## src/rtl/ex_stage.sv

```systemverilog
// ex_stage: execute stage of the 5-stage core.
// Computes the ALU result, owns the N/C/V/Z flag register, resolves
// conditional branches against the current flags and drives the EX/MEM
// pipeline register. Zero bubbles from ID/EX pass through as no-ops.
module ex_stage (
    input  logic        clk,
    input  logic        rst_n,
    input  logic        stall,
    input  logic        hlt,
    input  logic        flush,
    input  logic [21:0] ex_pc,
    input  logic [31:0] s_data,
    input  logic [31:0] t_data,
    input  logic        use_imm,
    input  logic [16:0] imm,
    input  logic [2:0]  alu_opcode,
    input  logic        update_neg,
    input  logic        update_carry,
    input  logic        update_ov,
    input  logic        update_zero,
    input  logic [2:0]  branch_conditions,
    input  logic [4:0]  dst_reg,
    input  logic        use_dst_reg,
    input  logic        mem_we,
    input  logic        mem_re,
    input  logic        mem_alu_select,
    output logic        br_taken,
    output logic [21:0] br_target,
    output logic        flag_n,
    output logic        flag_c,
    output logic        flag_v,
    output logic        flag_z,
    output logic [31:0] mem_alu_result,
    output logic [31:0] mem_store_data,
    output logic [4:0]  mem_dst_reg,
    output logic        mem_use_dst_reg,
    output logic        mem_mem_we,
    output logic        mem_mem_re,
    output logic        mem_mem_alu_select
);

    localparam logic [2:0] OP_ADD = 3'b000;
    localparam logic [2:0] OP_SUB = 3'b001;
    localparam logic [2:0] OP_AND = 3'b010;
    localparam logic [2:0] OP_OR  = 3'b011;
    localparam logic [2:0] OP_XOR = 3'b100;
    localparam logic [2:0] OP_SLL = 3'b101;
    localparam logic [2:0] OP_SRL = 3'b110;

    logic [31:0] op_a, op_b, op_b_eff, alu_res;
    logic [32:0] sum;
    logic        res_c, res_v, cond_true, hold, is_arith;
    logic [4:0]  shamt;

    assign op_a      = s_data;
    assign op_b      = use_imm ? {{15{imm[16]}}, imm} : t_data;
    assign shamt     = op_b[4:0];
    // SUB reuses the adder as A + ~B + 1, so carry-out means "no borrow"
    assign op_b_eff  = (alu_opcode == OP_SUB) ? ~op_b : op_b;
    assign sum       = {1'b0, op_a} + {1'b0, op_b_eff} + {32'd0, (alu_opcode == OP_SUB)};
    assign is_arith  = (alu_opcode == OP_ADD) || (alu_opcode == OP_SUB);
    assign hold      = stall | hlt;

    // ALU result select
    always_comb begin
        alu_res = sum[31:0];
        case (alu_opcode)
            OP_ADD, OP_SUB: alu_res = sum[31:0];
            OP_AND:         alu_res = op_a & op_b;
            OP_OR:          alu_res = op_a | op_b;
            OP_XOR:         alu_res = op_a ^ op_b;
            OP_SLL:         alu_res = op_a << shamt;
            OP_SRL:         alu_res = op_a >> shamt;
            default:        alu_res = $unsigned($signed(op_a) >>> shamt);
        endcase
    end

    // Carry and signed overflow are only meaningful for the adder ops
    assign res_c = is_arith & sum[32];
    assign res_v = is_arith & (op_a[31] == op_b_eff[31]) & (sum[31] != op_a[31]);

    // Branch condition against the flags as they stand before this instruction
    always_comb begin
        cond_true = 1'b0;
        case (branch_conditions)
            3'b000: cond_true = 1'b0;
            3'b001: cond_true = flag_z;
            3'b010: cond_true = ~flag_z;
            3'b011: cond_true = flag_n ^ flag_v;
            3'b100: cond_true = ~(flag_n ^ flag_v);
            3'b101: cond_true = flag_c;
            3'b110: cond_true = 1'b1;
            default: cond_true = flag_n;
        endcase
    end

    assign br_taken  = cond_true & ~hold & ~flush;
    assign br_target = ex_pc + {{5{imm[16]}}, imm};

    // Flag register: written only by an advancing instruction, per enable
    always_ff @(posedge clk or negedge rst_n) begin
        if (!rst_n) begin
            flag_n <= 1'b0;
            flag_c <= 1'b0;
            flag_v <= 1'b0;
            flag_z <= 1'b0;
        end else if (!flush && !hold) begin
            if (update_neg)   flag_n <= alu_res[31];
            if (update_carry) flag_c <= res_c;
            if (update_ov)    flag_v <= res_v;
            if (update_zero)  flag_z <= (alu_res == 32'd0);
        end
    end

    // EX/MEM register: flush loads a bubble, stall/hlt hold, else advance
    always_ff @(posedge clk or negedge rst_n) begin
        if (!rst_n) begin
            mem_alu_result     <= 32'd0;
            mem_store_data     <= 32'd0;
            mem_dst_reg        <= 5'd0;
            mem_use_dst_reg    <= 1'b0;
            mem_mem_we         <= 1'b0;
            mem_mem_re         <= 1'b0;
            mem_mem_alu_select <= 1'b0;
        end else if (flush) begin
            mem_alu_result     <= 32'd0;
            mem_store_data     <= 32'd0;
            mem_dst_reg        <= 5'd0;
            mem_use_dst_reg    <= 1'b0;
            mem_mem_we         <= 1'b0;
            mem_mem_re         <= 1'b0;
            mem_mem_alu_select <= 1'b0;
        end else if (!hold) begin
            mem_alu_result     <= alu_res;
            mem_store_data     <= t_data;
            mem_dst_reg        <= dst_reg;
            mem_use_dst_reg    <= use_dst_reg;
            mem_mem_we         <= mem_we;
            mem_mem_re         <= mem_re;
            mem_mem_alu_select <= mem_alu_select;
        end
    end

endmodule

```

## config.mk

```make
export PLATFORM = sky130hd
export DESIGN_NAME = ex_stage
export DESIGN_NICKNAME = d
export VERILOG_FILES = /design/src/rtl/ex_stage.sv
export SDC_FILE = /design/constraint.sdc
export NUM_CORES = 1
export LEC_CHECK = 0
export CORE_MARGIN = 5
export CORE_UTILIZATION = 34
export CTS_BUF_LIST = sky130_fd_sc_hd__clkbuf_16
export DETAILED_ROUTE_END_ITERATION = 6
export GPL_TIMING_DRIVEN = 0
export SLEW_MARGIN = 30
export SYNTH_ARGS = -nofsm -noshare
export SYNTH_HDL_FRONTEND = slang
export SYNTH_SLANG_ARGS = --single-unit
```

## constraint.sdc

```tcl
create_clock -name clk -period 8.4 [get_ports clk]
set_input_delay 1.68 -clock clk [delete_from_list [all_inputs] [get_ports clk]]
set_output_delay 1.68 -clock clk [all_outputs]
set_load 0.05 [all_outputs]
```

Yosys cells after proc, flatten, opt, wreduce, memory -nomap -nowiden
Cells that the tools add are included.

word-level totals
  logic and storage cells = 77
  flip-flop bits (word level) = 77

operators by class
  multiplexer cells = 18
  reductions and logical operators = 12
  $add $sub $neg = 3
  equality and inequality tests = 15
  bitwise operators = 15
  shift-type cells = 3

operators with widths
  operator                                                         count
  32-bit two-way mux                                               6
  32-bit case mux with 6 select lines                              1
  32-bit by 32-bit adder with 33-bit output                        1
  33-bit by 1-bit adder with 33-bit output                         1
  32-bit AND                                                       1
  32-bit logical NOT                                               1
  32-bit inverter                                                  1
  32-bit bitwise OR                                                1
  32-bit by 5-bit left shift with 32-bit output                    1
  32-bit by 5-bit >> shifter with 32-bit output                    1
  32-bit by 5-bit >>> shifter with 32-bit output                   1
  32-bit bitwise XOR                                               1
  22-bit adder                                                     1
  3-bit == test, second input constant                             6
  3-bit by 2-bit == test with 1-bit output, second input constant  4
  5-bit two-way mux                                                2
  1-bit two-way mux                                                8
  2-bit AND reduction                                              4
  1-bit case mux with 7 select lines                               1
  3-bit by 1-bit == test with 1-bit output, second input constant  2
  3-bit logical NOT                                                2
  1-bit AND                                                        5
  1-bit inverter                                                   4
  1-bit logical NOT                                                2
  8 further kinds                                                  8

Longest topological paths before layout
  word-level depth = 8
  gate-level depth with buffers = 22

Worst setup path before layout
OpenSTA, ideal clock, no wires.

  kind = input -> output
  start = input ex_pc[0]
  end = output br_target[20]
  stages on the path = 15
  arrival = 4,745 ps
  slack = 1,975 ps
  data required time = 6,720 ps
  cell sequence = ha_1 -> inv_1 -> fa_1 -> nor2b_1 -> o21ai_0 -> a21boi_0 -> o21ai_0 -> a21boi_0 -> o21ai_0 -> a21o_1 -> a31o_2 -> o211ai_1 -> a31o_2 -> a21oi_1 -> xnor2_1

on the way
  longest elaborated chain between the ends = 1

ends and longest elaborated chain
  element          RTL line  source
  start, declared  11        input logic [21:0] ex_pc,
  22-bit adder     98        assign br_target = ex_pc + {{5{imm[16]}}, imm};
  end, declared    28        output logic [21:0] br_target,

Every way passes these cells.

Final worst setup path
  start = input use_imm
  end = register flag_z

on the way
  longest elaborated chain between the ends = 7
  elaborated cells between the ends (all ways) = 13

ends and longest elaborated chain
  element                                    RTL line  source
  start, declared                            14        input logic use_imm,
  32-bit two-way mux (*)                     56        assign op_b = use_imm ? {{15{imm[16]}}, imm} : t_data;
  32-bit inverter                            59        assign op_b_eff = (alu_opcode == OP_SUB) ? ~op_b : op_b;
  32-bit two-way mux                         59
  32-bit by 32-bit adder with 33-bit output  60        assign sum = {1'b0, op_a} + {1'b0, op_b_eff} + {32'd0, (alu_opcode == OP_SUB)};
  33-bit by 1-bit adder with 33-bit output   60
  32-bit case mux with 6 select lines (*)    67        case (alu_opcode)
  32-bit logical NOT (*)                     111       if (update_zero) flag_z <= (alu_res == 32'd0);
  end signal, assigned                       111
  end, declared                              32        output logic flag_z,

Mark *: on every way between the ends. The rest lies on a longest branch, timed or not.
A chain may end at the register's enable or synchronous reset.

==> results.cfg <==
[sta]
hold-worst-slack_ns = 0.4811
rsz0062_at_grt = false
finalSetupViolCount = 0
max_freq_mhz = 123.2
slew_headroom_pct = 24.05
min_period_ns = 8.115
hold_viol = 0
finalMaxSlewViolations = 0
tightest_slew_ns = 1.135
worst_slack_ns = 0.2854
timing.final.crit_share_pct = 96.60
fin_worst_skew_ns = 0

[routing]
postRouteAntennaNets = 0
post-route-drc-count = 0
routed_wl_um = 77950
wire_per_inst_um = 33.96
drt-pass1-iter-count = 6
drt_iter0_markers = 1817
routed_via_density = 6.640
dr_total_vias = 15239

[placement]
pre_cts_slack_ns = -0.6669
port_buffers = 224
dp_hpwl_um = 62600
gp_congestion = 1.076

[finish]
drive_gt1_share_pct = 8.101
n_fill_cell = 3725
n_antenna_cell = 0
fin_nets = 2076
register_area_um2 = 1927
syn_to_final_growth_pct = 24.86
multi_input_area_um2 = 9920
fin_util_pct = 43.17

[worst_setup_path]
reg2reg_from = flag_n
path_delay_family = buffers and inverters
reg2reg_setup_slack_ns = 7.57
slowest_delay_ns = 0.71
critPathArrivalTime_ns = 8.39
reg2reg_depth = 1
r2r_end = flag_n
cp.buffers_inverters = 8
critical_path.slowest_cell = nor3_1
crit_chain = clkdlybuf4s50_1 -> buf_6 -> mux2_1 -> buf_2 -> inv_2 -> buf_4 -> buf_4 -> buf_2 -> xnor2_1 -> inv_1 -> fa_1 -> nor2b_1 -> o31ai_1 -> o21ai_0 -> o41ai_2 -> nor3_1 -> o31ai_1 -> o21ai_0 -> nor3_1 -> o21a_1 -> nor4_1 -> nor3_2 -> a32o_2
cp.required_ns = 8.67
path_max_fanout = 10
critical_path_class = in -> reg
cp-start-kind = input port
end_kind = register

[die]
io_pins = 228
die_x_um = 203.2
core_um2 = 36700
dieArea_um2 = 41280
start_util_pct = 34.57
row_count = 70
dieHeight_um = 203.2

[power_and_ir_drop]
intPower_w = 0.001073
p_clk_share_pct = 16.9
p_sw_w = 0.001163
pwr_density_cell_nw_per_um2 = 141.2
seqPwrFrac_pct = 18.2
ir_worst_vdd_mv = 0.1133
p_leak_nw = 6.602
totalPowerFinal_w = 0.002236
swShare_pct = 51.99
pwr-share-comb_pct = 64.8

[synth]
synth_flop_cell = dfrtp_1
synth.distinct_cells = 87
syn-instance-count = 1589
synth.most_common_cell = nand2_1
syn-cell-area_um2 = 12690
yosys.area.top_type_share_pct = 15.19
syn_area_per_cell_um2 = 7.984
synth_largest_area_cell = dfrtp_1
yosysSeqAreaShare_pct = 15.19
ys_warn_count = 0
async_reset_ff_share_pct = 100.0
yosys-top-cells-count = nand2_1, ha_1, a21oi_1
yosys-top-cells-area = dfrtp_1, ha_1, mux4_2
synth_edf_count = 0
syn-num-nets = 1842
postSynthRegisterBits = 77

[clock_network]
cts-hold-fix-buffers = 0
cts.sinks = 77
htreeDepth = 3
clk_latency_ns = 0.38
cts_buffers = 9
clk_pin_slew_ns = 0.07
tritoncts = done
ctsRootBufferMaster = clkbuf_16
clk_path_buf_depth = 2

[run]
cap_violations = 0

[grt]
first_global_vias = 15094
track_usage_pct = 36.65
grt_max_degree = 45
grt_overflow_total = 0
grt_pass1_wl_um = 110100
antenna_found_initial = 3

[worst_hold_path]
hold_path_end = mem_alu_result[11]
min-delay-path-class = reg -> reg
worstHoldPathCells = 2
hp-start = mem_alu_result[11]

[outcome]
run_status = completed
==> metrics by stage <==
step / instance area (µm²) / std cells / TNS [ns]
final: 15840 / 2295 / 0
after global routing: 15840 / 2295 / 0
after CTS: 15850 / 2298 / 0
after detailed placement: 15580 / 2283 / -2.666
after global placement: 15510 / 2281 / -3.137
after floorplan: 12690 / 1589 / 0
==> metal layers <==
metal	up-vias	GRT usage [%]	wire length [µm]
met5	-	0	22
met4	4	20.31	5276
met3	269	10.13	8247
met2	1120	55.99	33670
met1	7387	46.86	30730
li1	6459	-	-
==> cell families after synthesis <==
logic type / Yosys count / synth area share, %
AOI/OAI and AO/OA: 541 / 29.21
xor gates and xnor gates: 63 / 4.349
adders and majority gates: 125 / 12.45
buffers and inverters: 206 / 6.874
DFF: 77 / 15.19
muxes: 132 / 16.03
and+or+nand+nor: 445 / 15.91
==> how the worst max path moves through the flow <==
stage | cells past startpoint | to | start
final | 23 | flag_z | use_imm
after global routing | 23 | flag_z | use_imm
after CTS | 21 | flag_z | use_imm
after detailed placement | 21 | flag_z | use_imm
after global placement | 22 | flag_z | use_imm
after floorplan | 15 | br_target[20] | ex_pc[0]
==> area by class of cell <==
cell class	count	share of cell area, %
sequential	77	12.16
timing repair buffer	226	14.37
multi-input combinational	1306	62.62
buffer	104	3.112
clock buffer	9	1.422
clock inverter	6	0.2527
tap	468	3.696
inverter	99	2.369
==> power groups by stage <==
stage	registers, W	logic (W)	clock network (W)
after CTS	0.000408	0.00141	0.000390
after global routing	0.000411	0.00150	0.000404
after floorplan	0.000493	0.000756	0
after global placement	0.000414	0.00140	0
final	0.000408	0.00145	0.000379
after detailed placement	0.000414	0.00140	0
==> timing repair <==
item,in CTS,in global routing
buffers inserted,0,0
resized for setup,1,1
setup endpoints to repair,3,5
==> cells in the final DEF (no fill, tap or decap), types with 13 or more instances in the layout <==
cell type / synthesis / routed
o22ai_1: 18 / 18
nor2_1: 113 / 108
nand3_1: 49 / 49
inv_1: 93 / 93
ha_1: 123 / 123
and2_1: 13 / 13
dfrtp_1: 77 / 77
nand4_1: 18 / 18
o211ai_1: 28 / 28
a31oi_1: 31 / 31
mux2i_1: 67 / 65
nand2_1: 171 / 171
buf_1: 18 / 14
o21ai_0: 105 / 101
xnor2_1: 53 / 53
a22o_1: 60 / 60
a21oi_1: 121 / 121
a211oi_1: 20 / 20
mux4_2: 49 / 49
a21o_1: 17 / 17
clkbuf_1: 59 / 57
buf_2: 16 / 19
nor3_1: 22 / 21
clkdlybuf4s50_1: 0 / 223
No activity file was read; power rests on OpenSTA's default activity.
